==> config.mk <==
export PLATFORM = sky130hd
export DESIGN_NAME = ins_fetch
export DESIGN_NICKNAME = d
export VERILOG_FILES = /design/src/rtl/ins_fetch_pkg.sv /design/src/rtl/ins_fetch_fifo.sv /design/src/rtl/ins_fetch.sv
export SDC_FILE = /design/constraint.sdc
export NUM_CORES = 1
export LEC_CHECK = 0
export CORE_UTILIZATION = 60
export CTS_BUF_LIST = sky130_fd_sc_hd__clkbuf_8
export CTS_CLUSTER_DIAMETER = 50
export DETAILED_ROUTE_END_ITERATION = 6
export PLACE_DENSITY = 0.83
export SYNTH_ARGS = -nofsm -noshare
export SYNTH_HDL_FRONTEND = slang
export SYNTH_HIERARCHICAL = 1
export SYNTH_SLANG_ARGS = --single-unit
==> constraint.sdc <==
create_clock -name clk_i -period 5.9 [get_ports clk_i]
set_input_delay 0.59 -clock clk_i [delete_from_list [all_inputs] [get_ports clk_i]]
set_output_delay 0.59 -clock clk_i [all_outputs]
set_load 0.01 [all_outputs]
==> src/rtl/ins_fetch_pkg.sv <==
// rtl/ins_fetch_pkg.sv - shared opcodes, FSM states and word decode for the note fetcher
package ins_fetch_pkg;

    localparam logic [3:0] OP_END   = 4'b0000;
    localparam logic [3:0] OP_BPM   = 4'b0001;
    localparam int         NOTE_BIT = 15;
    localparam int         ENTRY_W  = 28;

    typedef enum logic [2:0] {
        ST_IDLE,
        ST_ADDR,
        ST_WAIT,
        ST_CAPTURE,
        ST_HALT
    } state_e;

    typedef enum logic [1:0] {
        W_NOTE,
        W_BPM,
        W_END,
        W_ILLEGAL
    } word_e;

    // A BPM word carrying tempo 0 is treated as illegal rather than loaded.
    function automatic word_e decode_word(input logic [15:0] w);
        word_e k;
        if (w[NOTE_BIT])
            k = W_NOTE;
        else if (w[15:12] == OP_BPM)
            k = (w[11:0] != 12'd0) ? W_BPM : W_ILLEGAL;
        else if (w[15:12] == OP_END)
            k = W_END;
        else
            k = W_ILLEGAL;
        return k;
    endfunction

endpackage

==> src/rtl/ins_fetch_fifo.sv <==
// rtl/ins_fetch_fifo.sv - synchronous FIFO holding tagged note entries
module sync_fifo #(
    parameter int WIDTH = 28,
    parameter int DEPTH = 4
) (
    input  logic                     clk_i,
    input  logic                     rst_n_i,
    input  logic                     push_i,
    input  logic [WIDTH-1:0]         wdata_i,
    input  logic                     pop_i,
    output logic [WIDTH-1:0]         rdata_o,
    output logic                     valid_o,
    output logic [$clog2(DEPTH):0]   count_o
);

    localparam int                PTR_W    = $clog2(DEPTH);
    localparam logic [PTR_W:0]    FULL_CNT = (PTR_W+1)'(DEPTH);

    logic [WIDTH-1:0] mem_q [DEPTH];
    logic [PTR_W-1:0] wr_ptr_q, rd_ptr_q;
    logic [PTR_W:0]   count_q;
    logic             do_push, do_pop;

    // A push into a full FIFO is accepted only when the head leaves in the same cycle.
    assign do_pop  = pop_i && (count_q != '0);
    assign do_push = push_i && ((count_q != FULL_CNT) || do_pop);

    always_ff @(posedge clk_i or negedge rst_n_i) begin
        if (!rst_n_i) begin
            for (int i = 0; i < DEPTH; i++) mem_q[i] <= '0;
            wr_ptr_q <= '0;
            rd_ptr_q <= '0;
            count_q  <= '0;
        end else begin
            if (do_push) begin
                mem_q[wr_ptr_q] <= wdata_i;
                wr_ptr_q        <= wr_ptr_q + 1'b1;
            end
            if (do_pop) rd_ptr_q <= rd_ptr_q + 1'b1;
            case ({do_push, do_pop})
                2'b10:   count_q <= count_q + 1'b1;
                2'b01:   count_q <= count_q - 1'b1;
                default: count_q <= count_q;
            endcase
        end
    end

    assign rdata_o = mem_q[rd_ptr_q];
    assign valid_o = (count_q != '0);
    assign count_o = count_q;

endmodule

==> src/rtl/ins_fetch.sv <==
// rtl/ins_fetch.sv - fetches song words from SRAM, decodes them and queues tempo-tagged notes
module ins_fetch
    import ins_fetch_pkg::*;
#(
    parameter int ADDR_W    = 18,
    parameter int DEPTH     = 4,
    parameter int READ_LAT  = 2,
    parameter int BPM_RESET = 96,
    parameter int LOOP      = 0
) (
    input  logic              clk_i,
    input  logic              rst_n_i,
    input  logic              enable_i,
    output logic [ADDR_W-1:0] sram_a_o,
    input  logic [15:0]       sram_d_i,
    output logic              ins_valid_o,
    input  logic              ins_ready_i,
    output logic [15:0]       ins_data_o,
    output logic [11:0]       ins_bpm_o,
    output logic              done_o,
    output logic [7:0]        illegal_cnt_o
);

    localparam int               CNT_W     = $clog2(DEPTH) + 1;
    localparam int               LAT_W     = (READ_LAT > 1) ? $clog2(READ_LAT) : 1;
    localparam logic [LAT_W-1:0] WAIT_LAST = LAT_W'((READ_LAT > 1) ? READ_LAT - 2 : 0);
    localparam logic [CNT_W-1:0] FULL_CNT  = CNT_W'(DEPTH);
    localparam logic [11:0]      BPM_INIT  = 12'(BPM_RESET);

    state_e             state_q;
    logic [ADDR_W-1:0]  pc_q, sram_a_q;
    logic [11:0]        bpm_q;
    logic [7:0]         ill_q;
    logic [LAT_W-1:0]   wait_q;

    word_e              kind;
    logic               push, pop;
    logic [ENTRY_W-1:0] head;
    logic [CNT_W-1:0]   fifo_cnt, cnt_after;
    logic               room_now, room_next;

    assign kind = decode_word(sram_d_i);
    assign push = (state_q == ST_CAPTURE) && (kind == W_NOTE);
    assign pop  = ins_valid_o && ins_ready_i;

    // Occupancy as it will stand after this edge, so back-to-back issue never overfills.
    always_comb begin
        cnt_after = fifo_cnt;
        if (push) cnt_after = cnt_after + 1'b1;
        if (pop)  cnt_after = cnt_after - 1'b1;
    end

    assign room_now  = (fifo_cnt < FULL_CNT);
    assign room_next = (cnt_after < FULL_CNT);

    always_ff @(posedge clk_i or negedge rst_n_i) begin
        if (!rst_n_i) begin
            state_q  <= ST_IDLE;
            pc_q     <= '0;
            sram_a_q <= '0;
            bpm_q    <= BPM_INIT;
            ill_q    <= '0;
            wait_q   <= '0;
        end else begin
            case (state_q)
                ST_IDLE: begin
                    if (enable_i && room_now) state_q <= ST_ADDR;
                end
                ST_ADDR: begin
                    sram_a_q <= pc_q;
                    wait_q   <= '0;
                    state_q  <= (READ_LAT == 1) ? ST_CAPTURE : ST_WAIT;
                end
                ST_WAIT: begin
                    if (wait_q == WAIT_LAST) state_q <= ST_CAPTURE;
                    else                     wait_q  <= wait_q + 1'b1;
                end
                ST_CAPTURE: begin
                    pc_q <= pc_q + 1'b1;
                    if (kind == W_END) begin
                        if (LOOP != 0) begin
                            pc_q     <= '0;
                            sram_a_q <= '0;
                            bpm_q    <= BPM_INIT;
                            state_q  <= ST_IDLE;
                        end else begin
                            state_q  <= ST_HALT;
                        end
                    end else begin
                        // The address bus follows the PC so a stalled fetcher shows the next word to read.
                        sram_a_q <= pc_q + 1'b1;
                        if (kind == W_BPM) bpm_q <= sram_d_i[11:0];
                        if (kind == W_ILLEGAL && ill_q != 8'hFF) ill_q <= ill_q + 8'd1;
                        state_q <= (enable_i && room_next) ? ST_ADDR : ST_IDLE;
                    end
                end
                ST_HALT: state_q <= ST_HALT;
                default: state_q <= ST_IDLE;
            endcase
        end
    end

    sync_fifo #(
        .WIDTH (ENTRY_W),
        .DEPTH (DEPTH)
    ) u_fifo (
        .clk_i   (clk_i),
        .rst_n_i (rst_n_i),
        .push_i  (push),
        .wdata_i ({sram_d_i, bpm_q}),
        .pop_i   (ins_ready_i),
        .rdata_o (head),
        .valid_o (ins_valid_o),
        .count_o (fifo_cnt)
    );

    assign sram_a_o      = sram_a_q;
    assign ins_data_o    = head[ENTRY_W-1 -: 16];
    assign ins_bpm_o     = head[11:0];
    assign done_o        = (state_q == ST_HALT) && !ins_valid_o;
    assign illegal_cnt_o = ill_q;

endmodule

Word-level counts from Yosys, hierarchy flattened. Index checks and enable logic that the tools add are counted.

Muxes and demuxes: 22. Bitwise logic cells: 3. $lt $le $gt $ge: 5. Add/subtract/negate cells: 8. Equal/unequal tests: 15. Reduce and logical (&&, ||, !) cells: 22.

Operators with widths (count): $bwmux W112 (1); $mux W28 (3); $bmux W28 S2 (1); $demux W28 S2 (1); $pmux W18 S2 (1); $add A18 B1 Y18 const B (1); $mux W18 (1); $mux W3 (5); $pmux W3 S5 (1); $reduce_bool A12 Y1 (1); $add A8 B1 Y8 const B (1); $logic_and A1 B1 Y1 (8); $ne A8 B8 Y1 const B (1); $eq A2 B2 Y1 const B (3); $eq A3 B2 Y1 const B (2); $ge A3 B3 Y1 const B (2); $lt A3 B3 Y1 const B (2); $mux W2 (3); $ne A2 B2 Y1 const B (3); $not A2 Y3 (2); $pmux W3 S2 (1); $reduce_and A3 Y1 (2); $reduce_bool A2 Y1 (3); $sub A3 B1 Y3 const B (2); 19 further kinds (24).

Register bits after elaboration: 179. Input port bits: 20.

Depth between registers and ports, before layout. Gate-level depths: netlist of run 1.

Depth after elaboration: 14. Mapped depth: 9. Gate-level depth less buffers: 8.

By module. Netlist of run 1, hierarchy kept.

Modules (own cells, without submodules): sync_fifo (cells an instance 306, times used 1, area each 5255.0 sq um); ins_fetch (cells an instance 228, times used 1, area each 2688.8 sq um).

Worst setup path after synthesis of run 1. No wires, ideal clock.

Path type: input to register. Start point: input ins_ready_i. End point: register u_fifo.count_q[2], in the netlist u_fifo/count_o[2]. Data arrival time: 2.134 ns. Required time: 5.821 ns. Slack: 3.687 ns. Stages on the path: 8. Setup time: 0.079 ns. Cell sequence: nor4b_4 > nand2b_1 > ha_1 > inv_1 > fa_1 > xor2_1 > nor2_1 > xor2_1.

Longest elaborated chain between the ends: 5. Elaborated cells between the ends (all ways): 7. Those cells by class: eq/ne: 2; mux: 1; reduce/logical: 4.

RTL lines: from (decl) (RTL line ins_fetch.sv:17) `input logic ins_ready_i,`; $logic_and A1 B1 Y1 (*) (RTL line ins_fetch_fifo.sv:25) `assign do_pop = pop_i && (count_q != '0);`; $logic_or A1 B1 Y1 (RTL line ins_fetch_fifo.sv:26) `assign do_push = push_i && ((count_q != FULL_CNT) || do_pop);`; $logic_and A1 B1 Y1 (RTL line ins_fetch_fifo.sv:26); $eq A2 B1 Y1 or $eq A2 B2 Y1 (tied branches) (RTL line ins_fetch_fifo.sv:40) `case ({do_push, do_pop})`; $pmux W3 S2 or $reduce_bool A2 Y1 (tied branches); to (signal assigned) (RTL line ins_fetch_fifo.sv:41) `2'b10: count_q <= count_q + 1'b1;`; to (signal assigned) (RTL line ins_fetch_fifo.sv:42) `2'b01: count_q <= count_q - 1'b1;`; to (signal assigned) (RTL line ins_fetch_fifo.sv:43) `default: count_q <= count_q;`; to (decl) (RTL line ins_fetch_fifo.sv:21) `logic [PTR_W:0] count_q;`.

Every way passes the cells marked *; elsewhere a longest branch is shown, timed or not. A chain may end at the register's enable or synchronous reset.

Final worst setup path of run 1.
Start point: register u_fifo.rd_ptr_q[0]. End point: output ins_bpm_o[6].

Longest elaborated chain between the ends: 4.

RTL lines: from (decl) (RTL line ins_fetch_fifo.sv:20) `logic [PTR_W-1:0] wr_ptr_q, rd_ptr_q;`; from (signal assigned) (RTL line ins_fetch_fifo.sv:39) `if (do_pop) rd_ptr_q <= rd_ptr_q + 1'b1;`; $not A2 Y3 (not written as such) (RTL line ins_fetch_fifo.sv:48) `assign rdata_o = mem_q[rd_ptr_q];`; $bmux W28 S2 (RTL line ins_fetch_fifo.sv:48); $mux W28 (not written as such) (2 in a row) (RTL line ins_fetch_fifo.sv:48); to (decl) (RTL line ins_fetch.sv:19) `output logic [11:0] ins_bpm_o,`.

Every way passes these cells. The select of a mux whose other input is x is not followed.

==> results.json, run 1 <==
{
  "fmax_ghz": 0.3065,
  "status": "finished, final reports clean",
  "cts_sinks": 178,
  "syn_avg_cell_area_um2": 14.88,
  "synth_top_area_cell": "dfrtp_1",
  "syn-num-nets": 563,
  "maxSlewViolCount": 0,
  "cp.arrival_ns": 2.67,
  "ys_async_sr_fraction": 1.000,
  "wl_met1_um": 6846,
  "grt_pass1_wl_um": 25570,
  "maxSlewHeadroom": 0.2423,
  "die_area_um2": 13700,
  "skew_ns": 0.01625,
  "routabilityCongestion": 0.7694,
  "layout-drive-gt1-share": 0.3440,
  "worst_slew_pin_slew_ns": 1.137,
  "start_util": 0.6219,
  "wirelength_um": 15750,
  "grt_max_degree": 122,
  "ys_ff_latch": 178,
  "worst_setup_path_start_kind": "flop",
  "setup_viol": 0,
  "dr.pass1.iters": 4,
  "r2r-start": "state_q[0]",
  "period_share": 0.5530,
  "finalWorstSetupSlack_ns": 2.637,
  "vias": 4670,
  "power_leakage_nw": 4.416,
  "yosysSeqAreaShare": 0.5610,
  "crit_start": "u_fifo/rd_ptr_q[0]",
  "worstPathRequired_ns": 5.31,
  "wl_met2_um": 7964,
  "grt_usage": 0.2545,
  "syn-cell-area_um2": 7944,
  "highest_layer": "met4",
  "cts_max_level": 4,
  "drc": 0,
  "postCtsHoldBufs": 0,
  "synth_ff_type": "dfrtp_1",
  "diodes": 0,
  "io_buffer_count": 75,
  "hp-class": "input pin to asynchronous set/reset pin",
  "worstSetupEndpointType": "output pin",
  "core_um2": 12770,
  "crit_chain": "mux4_2, clkdlybuf4s50_1",
  "peakVddDrop_mv": 0.2149,
  "antenna_found_initial": 0,
  "seq_area_um2": 4458,
  "synth_area_leaders": "dfrtp_1 (55%), mux2_2 (19%), mux4_2 (7.9%)",
  "placementRows": 41,
  "nFillCells": 840,
  "wl_met3_um": 660,
  "crit_fanout": 30,
  "avgRoutedWirePerCell_um": 19.76,
  "syn_to_final_growth_pct": 16.73,
  "ant_nets": 0,
  "path_clk_slew_ns": 0.09,
  "fp.dieH_um": 117.1,
  "num_io_pins": 76,
  "grt-ovfl-total": 0,
  "cellPowerDensity_nw_per_um2": 275.3,
  "cts_resized": 0,
  "synthCells": 534,
  "post_cts_buffers": 0,
  "fin_setup_tns_ns": 0,
  "hold_violations": 0,
  "yosysWarnings": 6,
  "finalNetCount": 642,
  "cap_violations": 0,
  "cts_buffers": 17,
  "synth_edf_count": 0,
  "clockBufferDepth": 2,
  "ys_types": 48,
  "period_needed_ns": 3.263,
  "worst-r2r-setup-slack_ns": 3.35,
  "cts-root-buf": "clkbuf_8",
  "yosysTopAreaCellShare": 0.5544,
  "worstSetupPathType": "flop to output pin",
  "clk_latency_ns": 0.46,
  "multi_input_area_um2": 3296,
  "cts_tree": "built",
  "cpMaxStageDelayCell": "dfrtp_2",
  "hpwl_um": 10310,
  "viasPerCell": 5.859,
  "dp_slack_ns": 2.782,
  "die_w_um": 117.1,
  "max_stage_delay_ns": 1.05,
  "drtIter0Drc": 338,
  "first_global_vias": 4978,
  "rsz0062_at_grt": "false"
}
[routing by layer]
metal  global-route usage  vias up
li1                     -     2111
met1               0.3299     2441
met2               0.4233       95
met3              0.06437       23
met4              0.08439        0
met5                    0        -
[power by group]
part           switching, mW  internal [mW]
logic                  0.117          0.144
registers              0.102           1.24
clock network          0.408          0.545
total                  0.627           1.93
[final timing paths]
path                                 endpoint  cells after the start
setup / recovery                 ins_bpm_o[6]                      2
hold / removal               u_fifo/mem_q[57]                      1
setup reg to reg                     bpm_q[2]                      3
hold reg to reg                   sram_a_o[1]                      2
max in group asynchronous  u_fifo/rd_ptr_q[0]                      2
min in group clk_i                sram_a_o[1]                      2
[cell type report]
cell class                      instances  share of cell area
Clock buffer                           21             0.03117
Clock inverter                         10             0.01943
Inverter                               10            0.004048
Multi-Input combinational cell        325              0.3554
Sequential cell                       178              0.4808
Tap cell                              172             0.02321
Timing Repair Buffer                   81             0.08595
[placed cells by master, fill, tap and decap left out, types with 3 or more instances in the layout]
cell and n:
a31oi_1 6, buf_4 6, bufinv_16 5, clkbuf_8 21, clkdlybuf4s50_1 74, dfrtp_1 175, ha_1 8, inv_1 11
mux2_2 136, mux4_2 28, nand2_1 26, nand3_1 12, nand4_1 6, nor2_1 12, nor2_2 4, nor3_1 6
nor4_1 9, o21ai_0 3, or3_1 8, or4_1 3, xnor2_1 10, xor2_1 17
[flip-flops by register name, summed over array words and instances, names as in the netlist]
| signal | count |
|---|---|
| u_fifo/mem_q | 112 |
| pc_q | 18 |
| sram_a_o | 18 |
| bpm_q | 12 |
| illegal_cnt_o | 8 |
| state_q | 3 |
| u_fifo/count_o | 3 |
| u_fifo/rd_ptr_q | 2 |
| u_fifo/wr_ptr_q | 2 |
[per-stage QoR]
stage	util	power, mW	area [µm²]	cells	hold slack [ns]
floorplan	-	1.520	7944	534	0.2944
global placement	0.6892	1.619	8803	766	0.4742
detailed placement	0.6892	1.629	8803	766	0.4791
CTS	0.7259	2.579	9273	797	0.3308
global route	0.7259	2.660	9273	797	0.3570
finish	0.7259	2.553	9273	797	0.2767
[worst max-delay path, delay by kind of cell, from the launching register on]
kind | cells | cell delay, ns
flops | 1 | 1.05
buf+inv | 1 | 0.50
mux | 1 | 0.65
[kinds of logic (layout without fill, tap and decap cells)]
kind of cell	after synthesis	in the layout	share of synthesized area
xor gates and xnor gates	27	27	0.02977
AOI/OAI and AO/OA	17	17	0.01307
buffers and inverters	31	122	0.02457
adders and majority gates	9	9	0.01512
DFF	178	178	0.5610
muxes	168	168	0.2775
and+or+nand+nor	104	104	0.07891
[cell usage after synthesis (4+ instances only)]
master and number:
nor2_2 4, nor2_1 12, mux4_2 28, mux2_2 136, dfrtp_1 176, buf_2 5
nand4_1 6, nor3_1 6, or3_1 8, inv_1 10, a31oi_1 6, nand2_1 26
xnor2_1 10, nand3_1 12, xor2_1 17, nor4_1 9, buf_6 9, ha_1 8
Note: power is estimated with default switching activity, not from simulation.
==> run 2: changes to the inputs <==
CORE_UTILIZATION = 59   (was 60)
PLACE_DENSITY = 0.82   (was 0.83)
clock period = 3.22 ns   (was 5.9 ns; I/O delays follow)
==> run 2 against run 1 <==
Non-clock buffer count increased by 7. Final area about the same. Clock skew shrank 0.0042 ns. Count of clock-buffer cells in the layout fell by 1. Combinational power is 130% higher. Critical path type unchanged. Largest cell class unchanged. Highest routed layer unchanged.
==> results.json, run 2 (synthesis results as in run 1) <==
{
  "start_util": 0.6023,
  "worstSetupEndpointType": "output pin",
  "finalWorstSetupSlack_ns": 0.4983,
  "maxSlewViolCount": 0,
  "power_leakage_nw": 4.407,
  "hpwl_um": 10140,
  "wirelength_um": 15600,
  "r2r-start": "u_fifo/count_o[0]",
  "dr.pass1.iters": 5,
  "fmax_ghz": 0.3674,
  "worstSetupPathType": "flop to output pin",
  "fin_total_pwr_mw": 4.445,
  "cap_violations": 0,
  "worstPathRequired_ns": 2.90,
  "num_io_pins": 76,
  "period_share": 0.8453,
  "vias": 4724,
  "io_buffer_count": 75,
  "drc": 0,
  "top_register": "u_fifo/mem_q",
  "nFillCells": 858,
  "clk_latency_ns": 0.45,
  "hold_violations": 0,
  "avgRoutedWirePerCell_um": 19.31,
  "layout-drive-gt1-share": 0.3513,
  "grt-ovfl-total": 0,
  "antenna_found_initial": 0,
  "worst-r2r-setup-slack_ns": 0.91,
  "cts-root-buf": "clkbuf_8",
  "path_clk_slew_ns": 0.09,
  "ant_nets": 0,
  "stdcell_count": 808,
  "multi_input_area_um2": 3296,
  "rsz0062_at_grt": "false",
  "clockBufferDepth": 2,
  "hold_slack_ns": 0.4311,
  "dp_slack_ns": 0.6425,
  "die_w_um": 118.0,
  "core_um2": 13190,
  "cts_max_level": 4,
  "crit_fanout": 12,
  "cp.arrival_ns": 2.40,
  "final_common_cell": "dfrtp_1",
  "cts_buffers": 17,
  "cpMaxStageDelayCell": "dfrtp_2",
  "cellPowerDensity_nw_per_um2": 479.6,
  "die_area_um2": 13930,
  "grt_usage": 0.2430,
  "grt_pass1_wl_um": 26160,
  "final_cell_mix": "dfrtp_1 (175), mux2_2 (136), clkdlybuf4s50_1 (74)",
  "max_stage_delay_ns": 0.60,
  "drtIter0Drc": 249,
  "rr_worst_depth": 8,
  "viasPerCell": 5.847,
  "cts_tree": "built",
  "syn_to_final_growth_pct": 16.68,
  "crit_chain": "buf_4, mux4_2, clkdlybuf4s50_1",
  "fin_area_um2": 9269,
  "peakVddDrop_mv": 0.2424,
  "r2r_end": "u_fifo/count_o[2]",
  "cts_sinks": 178,
  "largest_reg_flops": 112,
  "dp.cells": 776,
  "skew_ns": 0.01202,
  "worst_slew_pin_slew_ns": 1.119,
  "status": "finished, final reports clean",
  "setup_viol": 0,
  "final_util": 0.7027,
  "fin_setup_tns_ns": 0,
  "routabilityCongestion": 0.8116,
  "seq_area_um2": 4458,
  "placementRows": 42,
  "maxSlewHeadroom": 0.2539,
  "grt_max_degree": 70,
  "hp-class": "input pin to asynchronous set/reset pin",
  "place_area_um2": 8879,
  "finalNetCount": 649,
  "fp.dieH_um": 118.0,
  "first_global_vias": 5140,
  "worst_setup_path_start_kind": "flop",
  "period_needed_ns": 2.722,
  "diodes": 0
}
run 2: cell count changes in the layout (fill, tap and decap cells not counted), moves of 2 or more:
| cell | delta |
|---|---|
| buf_4 | +4 |
| bufinv_16 | -4 |
| buf_12 | +2 |
| clkinvlp_4 | +2 |
run 2: layout make-up:
type,instances,area share
clock inverter,11,0.01134
clock buffer,20,0.02970
sequential,178,0.4810
tap,176,0.02376
multi-input combinational,325,0.3556
inverter,10,0.004050
timing repair buffer,88,0.09463
run 2: power by group:
part / internal (mW) / switching [mW] / leakage (nW)
clock: 0.674 / 0.786 / 0.189
sequential: 2.27 / 0.104 / 2.43
combinational: 0.304 / 0.308 / 1.79
total: 3.25 / 1.20 / 4.41
run 2: worst max path at each step:
stage | slack, ns | startpoint | to
floorplan | 1.08 | u_fifo/count_o[0] | u_fifo/count_o[2]
detailed placement | 0.64 | ins_ready_i | u_fifo/count_o[2]
global placement | 0.67 | ins_ready_i | u_fifo/count_o[2]
global route | 0.38 | u_fifo/rd_ptr_q[0] | ins_data_o[0]
CTS | 0.44 | u_fifo/rd_ptr_q[0] | ins_data_o[6]
finish | 0.50 | u_fifo/rd_ptr_q[0] | ins_data_o[6]
run 2: repair_timing:
item,in CTS,in global routing
resized for setup,0,0
endpoints found under the setup margin,0,0
hold endpoints to repair,65,0
hold buffers,1,0
setup buffers,0,0
run 2: worst max-delay path, delay by kind of cell, from the launching register on:
family,cells,cell delay [ns]
flops,1,0.60
buf+inv,2,0.80
mux,1,0.54
run 2: per-layer routing:
layer,GRT usage,share of wire,vias up
met1,0.3190,0.43,2471
met5,0,0,-
met4,0.07692,0.0089,0
met2,0.4018,0.51,113
met3,0.05717,0.045,14
li1,-,-,2126
